$ cat config.mk
export PLATFORM = sky130hd
export DESIGN_NAME = exe_alu_seq_flat
export DESIGN_NICKNAME = d
export VERILOG_FILES = /design/src/rtl/exe_pkg.sv /design/src/rtl/exe_alu_seq_if.sv /design/src/rtl/exe_mul_seq.sv /design/src/rtl/exe_alu_seq.sv /design/src/flat_wrapper.sv
export SDC_FILE = /design/constraint.sdc
export NUM_CORES = 1
export LEC_CHECK = 0
export ABC_AREA = 1
export CORE_ASPECT_RATIO = 0.75
export CORE_MARGIN = 10
export CORE_UTILIZATION = 28
export DETAILED_ROUTE_END_ITERATION = 8
export HOLD_SLACK_MARGIN = 0.1
export PLACE_DENSITY = 0.5
export SETUP_SLACK_MARGIN = 0.1
export SYNTH_ARGS = -nofsm -noshare
export SYNTH_HDL_FRONTEND = slang
export SYNTH_SLANG_ARGS = --single-unit
$ cat constraint.sdc
create_clock -name clk -period 6.5 [get_ports clk]
set_clock_uncertainty 0.05 [all_clocks]
set_input_delay 0.65 -clock clk [delete_from_list [all_inputs] [get_ports clk]]
set_output_delay 0.65 -clock clk [all_outputs]
set_load 0.02 [all_outputs]
$ cat src/rtl/exe_pkg.sv
// Shared definitions for the execute-stage ALU: command encodings, NZCV flag indices and FSM states.
package exe_pkg;

    localparam int EXE_CMD_W = 4;

    localparam logic [3:0] CMD_MOV = 4'b0001;
    localparam logic [3:0] CMD_MVN = 4'b1001;
    localparam logic [3:0] CMD_ADD = 4'b0010;
    localparam logic [3:0] CMD_ADC = 4'b0011;
    localparam logic [3:0] CMD_SUB = 4'b0100;
    localparam logic [3:0] CMD_SBC = 4'b0101;
    localparam logic [3:0] CMD_AND = 4'b0110;
    localparam logic [3:0] CMD_ORR = 4'b0111;
    localparam logic [3:0] CMD_EOR = 4'b1000;
    localparam logic [3:0] CMD_MUL = 4'b1010;

    localparam int FLAG_N = 3;
    localparam int FLAG_Z = 2;
    localparam int FLAG_C = 1;
    localparam int FLAG_V = 0;

    typedef enum logic {
        ST_IDLE = 1'b0,
        ST_MUL  = 1'b1
    } exe_state_t;

endpackage

$ cat src/rtl/exe_alu_seq_if.sv
// Command/result bundle between the issue logic (master) and the execute-stage ALU (slave).
interface exe_alu_seq_if #(
    parameter int WIDTH = 32,
    parameter int CMD_W = 4
);
    logic             in_valid;
    logic             in_ready;
    logic [CMD_W-1:0] exe_cmd;
    logic             s_en;
    logic [WIDTH-1:0] val1;
    logic [WIDTH-1:0] val2;
    logic [3:0]       status_in;
    logic             out_valid;
    logic [WIDTH-1:0] result;
    logic [3:0]       status_out;
    logic             status_load;
    logic             busy;

    modport master (
        output in_valid, exe_cmd, s_en, val1, val2, status_in,
        input  in_ready, out_valid, result, status_out, status_load, busy
    );

    modport slave (
        input  in_valid, exe_cmd, s_en, val1, val2, status_in,
        output in_ready, out_valid, result, status_out, status_load, busy
    );
endinterface

$ cat src/rtl/exe_mul_seq.sv
// Shift-add multiplier producing the low WIDTH bits of a*b; one step per cycle for WIDTH cycles.
// Only instantiated when EXE_MUL_EN is defined.
module exe_mul_seq #(
    parameter int WIDTH = 32
) (
    input  logic             clk,
    input  logic             rst,
    input  logic             start,
    input  logic [WIDTH-1:0] a,
    input  logic [WIDTH-1:0] b,
    output logic             last,
    output logic [WIDTH-1:0] product
);
    localparam int CNT_W = $clog2(WIDTH + 1);

    logic [WIDTH-1:0] mcand;
    logic [WIDTH-1:0] mplier;
    logic [WIDTH-1:0] acc;
    logic [CNT_W-1:0] count;

    // product is the accumulator after the step that the next edge performs
    assign product = acc + (mplier[0] ? mcand : '0);
    assign last    = (count == CNT_W'(1));

    always_ff @(posedge clk) begin
        if (rst) begin
            mcand  <= '0;
            mplier <= '0;
            acc    <= '0;
            count  <= '0;
        end else if (start) begin
            mcand  <= a;
            mplier <= b;
            acc    <= '0;
            count  <= CNT_W'(WIDTH);
        end else if (count != '0) begin
            acc    <= product;
            mcand  <= mcand << 1;
            mplier <= mplier >> 1;
            count  <= count - CNT_W'(1);
        end
    end

endmodule

$ cat src/rtl/exe_alu_seq.sv
// Execute-stage ALU feeding the NZCV status register; single-cycle ops plus optional multi-cycle MUL.
// Macro EXE_MUL_EN builds the MUL command, its FSM state and the exe_mul_seq multiplier.
module exe_alu_seq
    import exe_pkg::*;
#(
    parameter int WIDTH = 32,
    parameter int CMD_W = EXE_CMD_W
) (
    input  logic             clk,
    input  logic             rst,
    exe_alu_seq_if.slave     bus
);
    localparam int MSB = WIDTH - 1;

    logic [WIDTH-1:0] alu_res;
    logic [WIDTH-1:0] b_eff;
    logic [WIDTH:0]   wide;
    logic             arith;
    logic             is_sub;
    logic             cin;
    logic             known;
    logic [3:0]       alu_flags;

    // Subtraction is a + ~b + cin so carry out is directly the NOT-borrow flag
    always_comb begin
        alu_res = '0;
        arith   = 1'b0;
        is_sub  = 1'b0;
        cin     = 1'b0;
        known   = 1'b1;
        case (bus.exe_cmd)
            CMD_W'(CMD_MOV): alu_res = bus.val2;
            CMD_W'(CMD_MVN): alu_res = ~bus.val2;
            CMD_W'(CMD_ADD): arith = 1'b1;
            CMD_W'(CMD_ADC): begin arith = 1'b1; cin = bus.status_in[FLAG_C]; end
            CMD_W'(CMD_SUB): begin arith = 1'b1; is_sub = 1'b1; cin = 1'b1; end
            CMD_W'(CMD_SBC): begin arith = 1'b1; is_sub = 1'b1; cin = bus.status_in[FLAG_C]; end
            CMD_W'(CMD_AND): alu_res = bus.val1 & bus.val2;
            CMD_W'(CMD_ORR): alu_res = bus.val1 | bus.val2;
            CMD_W'(CMD_EOR): alu_res = bus.val1 ^ bus.val2;
            default:         known = 1'b0;
        endcase
        b_eff = is_sub ? ~bus.val2 : bus.val2;
        wide  = {1'b0, bus.val1} + {1'b0, b_eff} + {{WIDTH{1'b0}}, cin};
        if (arith) begin
            alu_res = wide[MSB:0];
        end
        alu_flags = bus.status_in;
        if (known) begin
            alu_flags[FLAG_N] = alu_res[MSB];
            alu_flags[FLAG_Z] = (alu_res == '0);
            if (arith) begin
                alu_flags[FLAG_C] = wide[WIDTH];
                alu_flags[FLAG_V] = (bus.val1[MSB] == b_eff[MSB]) && (alu_res[MSB] != bus.val1[MSB]);
            end
        end
    end

`ifdef EXE_MUL_EN
    exe_state_t       state;
    logic             in_ready_q;
    logic             mul_s_en;
    logic [1:0]       mul_cv;
    logic             mul_start;
    logic             mul_last;
    logic [WIDTH-1:0] mul_product;

    assign mul_start    = bus.in_valid && (state == ST_IDLE) && (bus.exe_cmd == CMD_W'(CMD_MUL));
    assign bus.in_ready = in_ready_q;

    exe_mul_seq #(.WIDTH(WIDTH)) u_mul (
        .clk     (clk),
        .rst     (rst),
        .start   (mul_start),
        .a       (bus.val1),
        .b       (bus.val2),
        .last    (mul_last),
        .product (mul_product)
    );
`else
    assign bus.in_ready = 1'b1;
`endif

    assign bus.busy = ~bus.in_ready;

    // Registered outputs; out_valid and status_load are single-cycle pulses
    always_ff @(posedge clk) begin
        if (rst) begin
            bus.out_valid   <= 1'b0;
            bus.result      <= '0;
            bus.status_out  <= '0;
            bus.status_load <= 1'b0;
`ifdef EXE_MUL_EN
            state      <= ST_IDLE;
            in_ready_q <= 1'b1;
            mul_s_en   <= 1'b0;
            mul_cv     <= '0;
`endif
        end else begin
            bus.out_valid   <= 1'b0;
            bus.status_load <= 1'b0;
`ifdef EXE_MUL_EN
            if (state == ST_MUL) begin
                if (mul_last) begin
                    bus.result      <= mul_product;
                    bus.status_out  <= {mul_product[MSB], (mul_product == '0), mul_cv};
                    bus.out_valid   <= 1'b1;
                    bus.status_load <= mul_s_en;
                    in_ready_q      <= 1'b1;
                    state           <= ST_IDLE;
                end
            end else if (mul_start) begin
                mul_s_en   <= bus.s_en;
                mul_cv     <= bus.status_in[FLAG_C:FLAG_V];
                in_ready_q <= 1'b0;
                state      <= ST_MUL;
            end else if (bus.in_valid) begin
`else
            if (bus.in_valid) begin
`endif
                bus.result      <= alu_res;
                bus.status_out  <= alu_flags;
                bus.out_valid   <= 1'b1;
                bus.status_load <= bus.s_en;
            end
        end
    end

endmodule
$ cat src/flat_wrapper.sv
// flat-port wrapper written by rule: the top's interface ports become plain ports
module exe_alu_seq_flat import exe_pkg::*;
#(
    parameter int WIDTH = 32,
    parameter int CMD_W = EXE_CMD_W
)
  (clk, rst, bus_in_valid, bus_exe_cmd, bus_s_en, bus_val1, bus_val2, bus_status_in, bus_in_ready, bus_out_valid, bus_result, bus_status_out, bus_status_load, bus_busy);
  exe_alu_seq_if #(.WIDTH(WIDTH), .CMD_W(CMD_W)) bus_i ();
  input  logic clk;
  input  logic rst;
  input wire logic [$bits(bus_i.in_valid)-1:0] bus_in_valid;
  input wire logic [$bits(bus_i.exe_cmd)-1:0] bus_exe_cmd;
  input wire logic [$bits(bus_i.s_en)-1:0] bus_s_en;
  input wire logic [$bits(bus_i.val1)-1:0] bus_val1;
  input wire logic [$bits(bus_i.val2)-1:0] bus_val2;
  input wire logic [$bits(bus_i.status_in)-1:0] bus_status_in;
  output wire logic [$bits(bus_i.in_ready)-1:0] bus_in_ready;
  output wire logic [$bits(bus_i.out_valid)-1:0] bus_out_valid;
  output wire logic [$bits(bus_i.result)-1:0] bus_result;
  output wire logic [$bits(bus_i.status_out)-1:0] bus_status_out;
  output wire logic [$bits(bus_i.status_load)-1:0] bus_status_load;
  output wire logic [$bits(bus_i.busy)-1:0] bus_busy;
  assign bus_i.in_valid = bus_in_valid;
  assign bus_i.exe_cmd = bus_exe_cmd;
  assign bus_i.s_en = bus_s_en;
  assign bus_i.val1 = bus_val1;
  assign bus_i.val2 = bus_val2;
  assign bus_i.status_in = bus_status_in;
  assign bus_in_ready = bus_i.in_ready;
  assign bus_out_valid = bus_i.out_valid;
  assign bus_result = bus_i.result;
  assign bus_status_out = bus_i.status_out;
  assign bus_status_load = bus_i.status_load;
  assign bus_busy = bus_i.busy;
  exe_alu_seq #(.WIDTH(WIDTH), .CMD_W(CMD_W)) u_core (.clk(clk), .rst(rst), .bus(bus_i));
endmodule
==> impl_results.md <==
- Crit-path max FO: 34
- Global-route wire length before repair: 39.6 mm
- Vias per cell: 4.70
- Placed cell area: 8010 um^2
- Detail Route met2 WL: 10.0 mm
- Yosys reg bits: 38
- Post-synth EDFFs: 0
- Clock buffer depth: 2
- Leakage: 4.45 nW
- Synthesis-to-finish area growth: 22.7%
- DRT Wirelength: 25.3 mm
- Number of global-route vias before repair: 6927
- Sink Count: 38
- Worst-margin pin slew: 0.861 ns
- Post-synthesis sequential area ratio: 11.4%
- Die ar.: 30400 um^2
- Mapped Cells: 1173
- Synth unique cells: 43
- Syn Area/Cell: 5.67 um^2
- Layout cells sized above 1: 2.45%
- Peak VDD IR: 171 uV
- Synth cell count leaders: 341 x nand2_1, 227 x inv_1, 114 x nor2_1, 95 x ha_1, 81 x o21ai_0
- Initial antenna violation count: 0
- Syn nets: 1346
- Area of the multi-input gates: 4840 um^2
- Synth top area cells: nand2_1 19%, ha_1 18%, inv_1 13%
- Core box area: 23200 um^2
- Initial cell density of the core: 28.7%
- Max-capacitance violation count: 0
- Post-synth top area share: 19.3%
- Worst slew margin: 42.5%
- TritonCTS Buffers: 5
- WP data arrival: 4.85 ns
- Hpwl dp: 20.4 mm
- Post-synth top area cell: nand2_1
- Drt initial violations: 645
- Most frequent cell after synthesis: nand2_1
- Port Buffers: 113
- Final min period: 4.68 ns
- WP data required: 6.67 ns
- Clock latency on the worst-skew pair: 0.28 ns
- Detailed-route DRC error count: 0
- Largest net degree at the start of global routing: 45
- Die W: 198 um
- Fin Setup TNS: 0 ns
- Detailed Routing Iterations Pass 1: 5
- Max frequency: 214 MHz
- Total congestion overflow: 0
- Outcome: finished clean
- Met1 Wirelength: 13.4 mm
- Number of hold buffers added after CTS: 0
- Period utilisation layout: 72.0%
- DR top layer: met4
- Crit Path Category: in2reg
- Synth Cell Area: 6650 um^2
- PostCTS Resize Cnt: 0
- # diodes: 0
- I/O pins: 116
- Final GP Congestion: 0.894
- Setup Viol. Count Final: 0
- GRT Total Usage: 16.4%
- CTS tree: built
- Hold Path Class: reg2reg
- Final Max Slew Viols: 0
- Die height: 153 um
- Fin. Hold Viols: 0
- Layout Nets: 1438
- Pwr dens: 140 nW/um^2
- Total number of vias: 7362
- Warnings, synthesis: 0
- DR WL/cell: 16.2 um
- Clk pin slew, worst setup/hold paths: 0.06 ns
- CTS H-tree lvls: 2
- Antenna Nets Post-Route: 0
- WL met3: 1.82 mm
- Ys async rst share: 0%
- Sequential cell area: 761 um^2
- Post-route cell area: 8150 um^2
- Fill cells: 2624
- Setup Buffers After CTS: 0
- Startpoint types: input port
- CP Capture Type: flop
- Most used flip-flop cell after synthesis: dfxtp_1
- Rows: 48
- Clock root cell: clkbuf_16
- RSZ-0062 raised after global routing: false
## metrics by stage
step | instances | hold slack, ns | setup slack (ns) | utilization (%) | power [W]
after floorplan | 1173 | 0.493 | 2.88 | - | 0.000659
after global placement | 1558 | 0.411 | 1.60 | 34.5 | 0.000896
after detailed placement | 1558 | 0.416 | 1.48 | 34.5 | 0.000895
after CTS | 1566 | 0.427 | 1.75 | 35.2 | 0.00115
after global routing | 1566 | 0.454 | 1.34 | 35.2 | 0.00124
final | 1566 | 0.423 | 1.82 | 35.2 | 0.00114
## critical path, cell delays in order
cell	delay (ns)
clkdlybuf4s50_1	0.53
inv_2	0.06
nor2_4	0.16
nand2_4	0.38
nand2_2	0.15
buf_4	0.38
o21ai_0	0.15
a21oi_1	0.19
fa_1	0.25
inv_1	0.07
fa_1	0.42
inv_1	0.09
nand2_1	0.05
nand2_1	0.10
nand3_1	0.12
a21oi_1	0.15
nor2_1	0.06
nor2_1	0.16
nand2_1	0.07
nor2_1	0.09
nand3_1	0.10
nor2_1	0.13
nand2_1	0.06
nor2_1	0.09
nand2_1	0.07
a21oi_2	0.11
## where the power goes
group	total [W]	leakage, nW	internal [W]	switching [W]
clock	0.000245	0.0739	0.000152	0.0000926
sequential	0.000262	0.314	0.000251	0.0000108
combinational	0.000635	4.06	0.000233	0.000402
total	0.00114	4.45	0.000636	0.000505
## cell usage in the layout (no fill, tap or decap), drive strengths merged
cell           count
nor3              12
xnor2              1
nand3             74
a211oi            16
o21ai             83
nand2            345
nor3b              1
clkdlybuf4s50    113
a21boi             1
a31oi              3
a21oi             36
o22ai              4
nor2             117
o21bai             2
nand4              8
xor2              33
conb               2
clkinv             1
buf                4
nand3b            10
a21o               1
dfxtp             38
clkbuf             7
o211ai            11
inv              231
and3               1
and2               2
nor4               1
o21a               2
ha                95
fa                 2
or2                9
## final timing paths
kind                                             from                       end  slack (ns)  cells after the start
worst max-delay path                   bus_exe_cmd[2]  u_core.bus.status_out[2]        1.82                     26
worst min-delay path             u_core.bus.result[3]      u_core.bus.result[3]        0.42                      2
worst max register to register  u_core.bus.result[30]     u_core.bus.result[30]        5.69                      4
worst min register to register   u_core.bus.result[3]      u_core.bus.result[3]        0.42                      2
## sequential cells by signal, summed over array words and instances, names as in the netlist
signal,count
u_core.bus.out_valid,1
u_core.bus.status_load,1
u_core.bus.status_out,4
u_core.bus.result,32
## final cells by class
cell class              instances  share of cell area (%)
repair buffers                117                    14.2
inverters                     231                    10.6
multi-input cells             872                    59.4
flip-flops and latches         38                    9.33
clock buffers                   7                    1.75
clock inverters                 1                  0.0614
well taps                     300                    4.60
## routing by layer
layer	track usage, %	up-vias
li1	-	3833
met1	25.3	3312
met2	23.6	208
met3	2.22	9
met4	1.75	0
met5	0	-
## cells by family after synthesis
kind of cell	Yosys count	share of synthesized area, %
AO/OA/AOI/OAI	159	13.4
XOR/XNOR	34	4.48
adder cells (fa/ha/maj)	97	18.5
buffers and inverters	263	15.7
flip-flops	38	11.4
other	2	0.113
AND/OR/NAND/NOR	580	36.4
No activity file was read; power rests on OpenSTA's default activity.
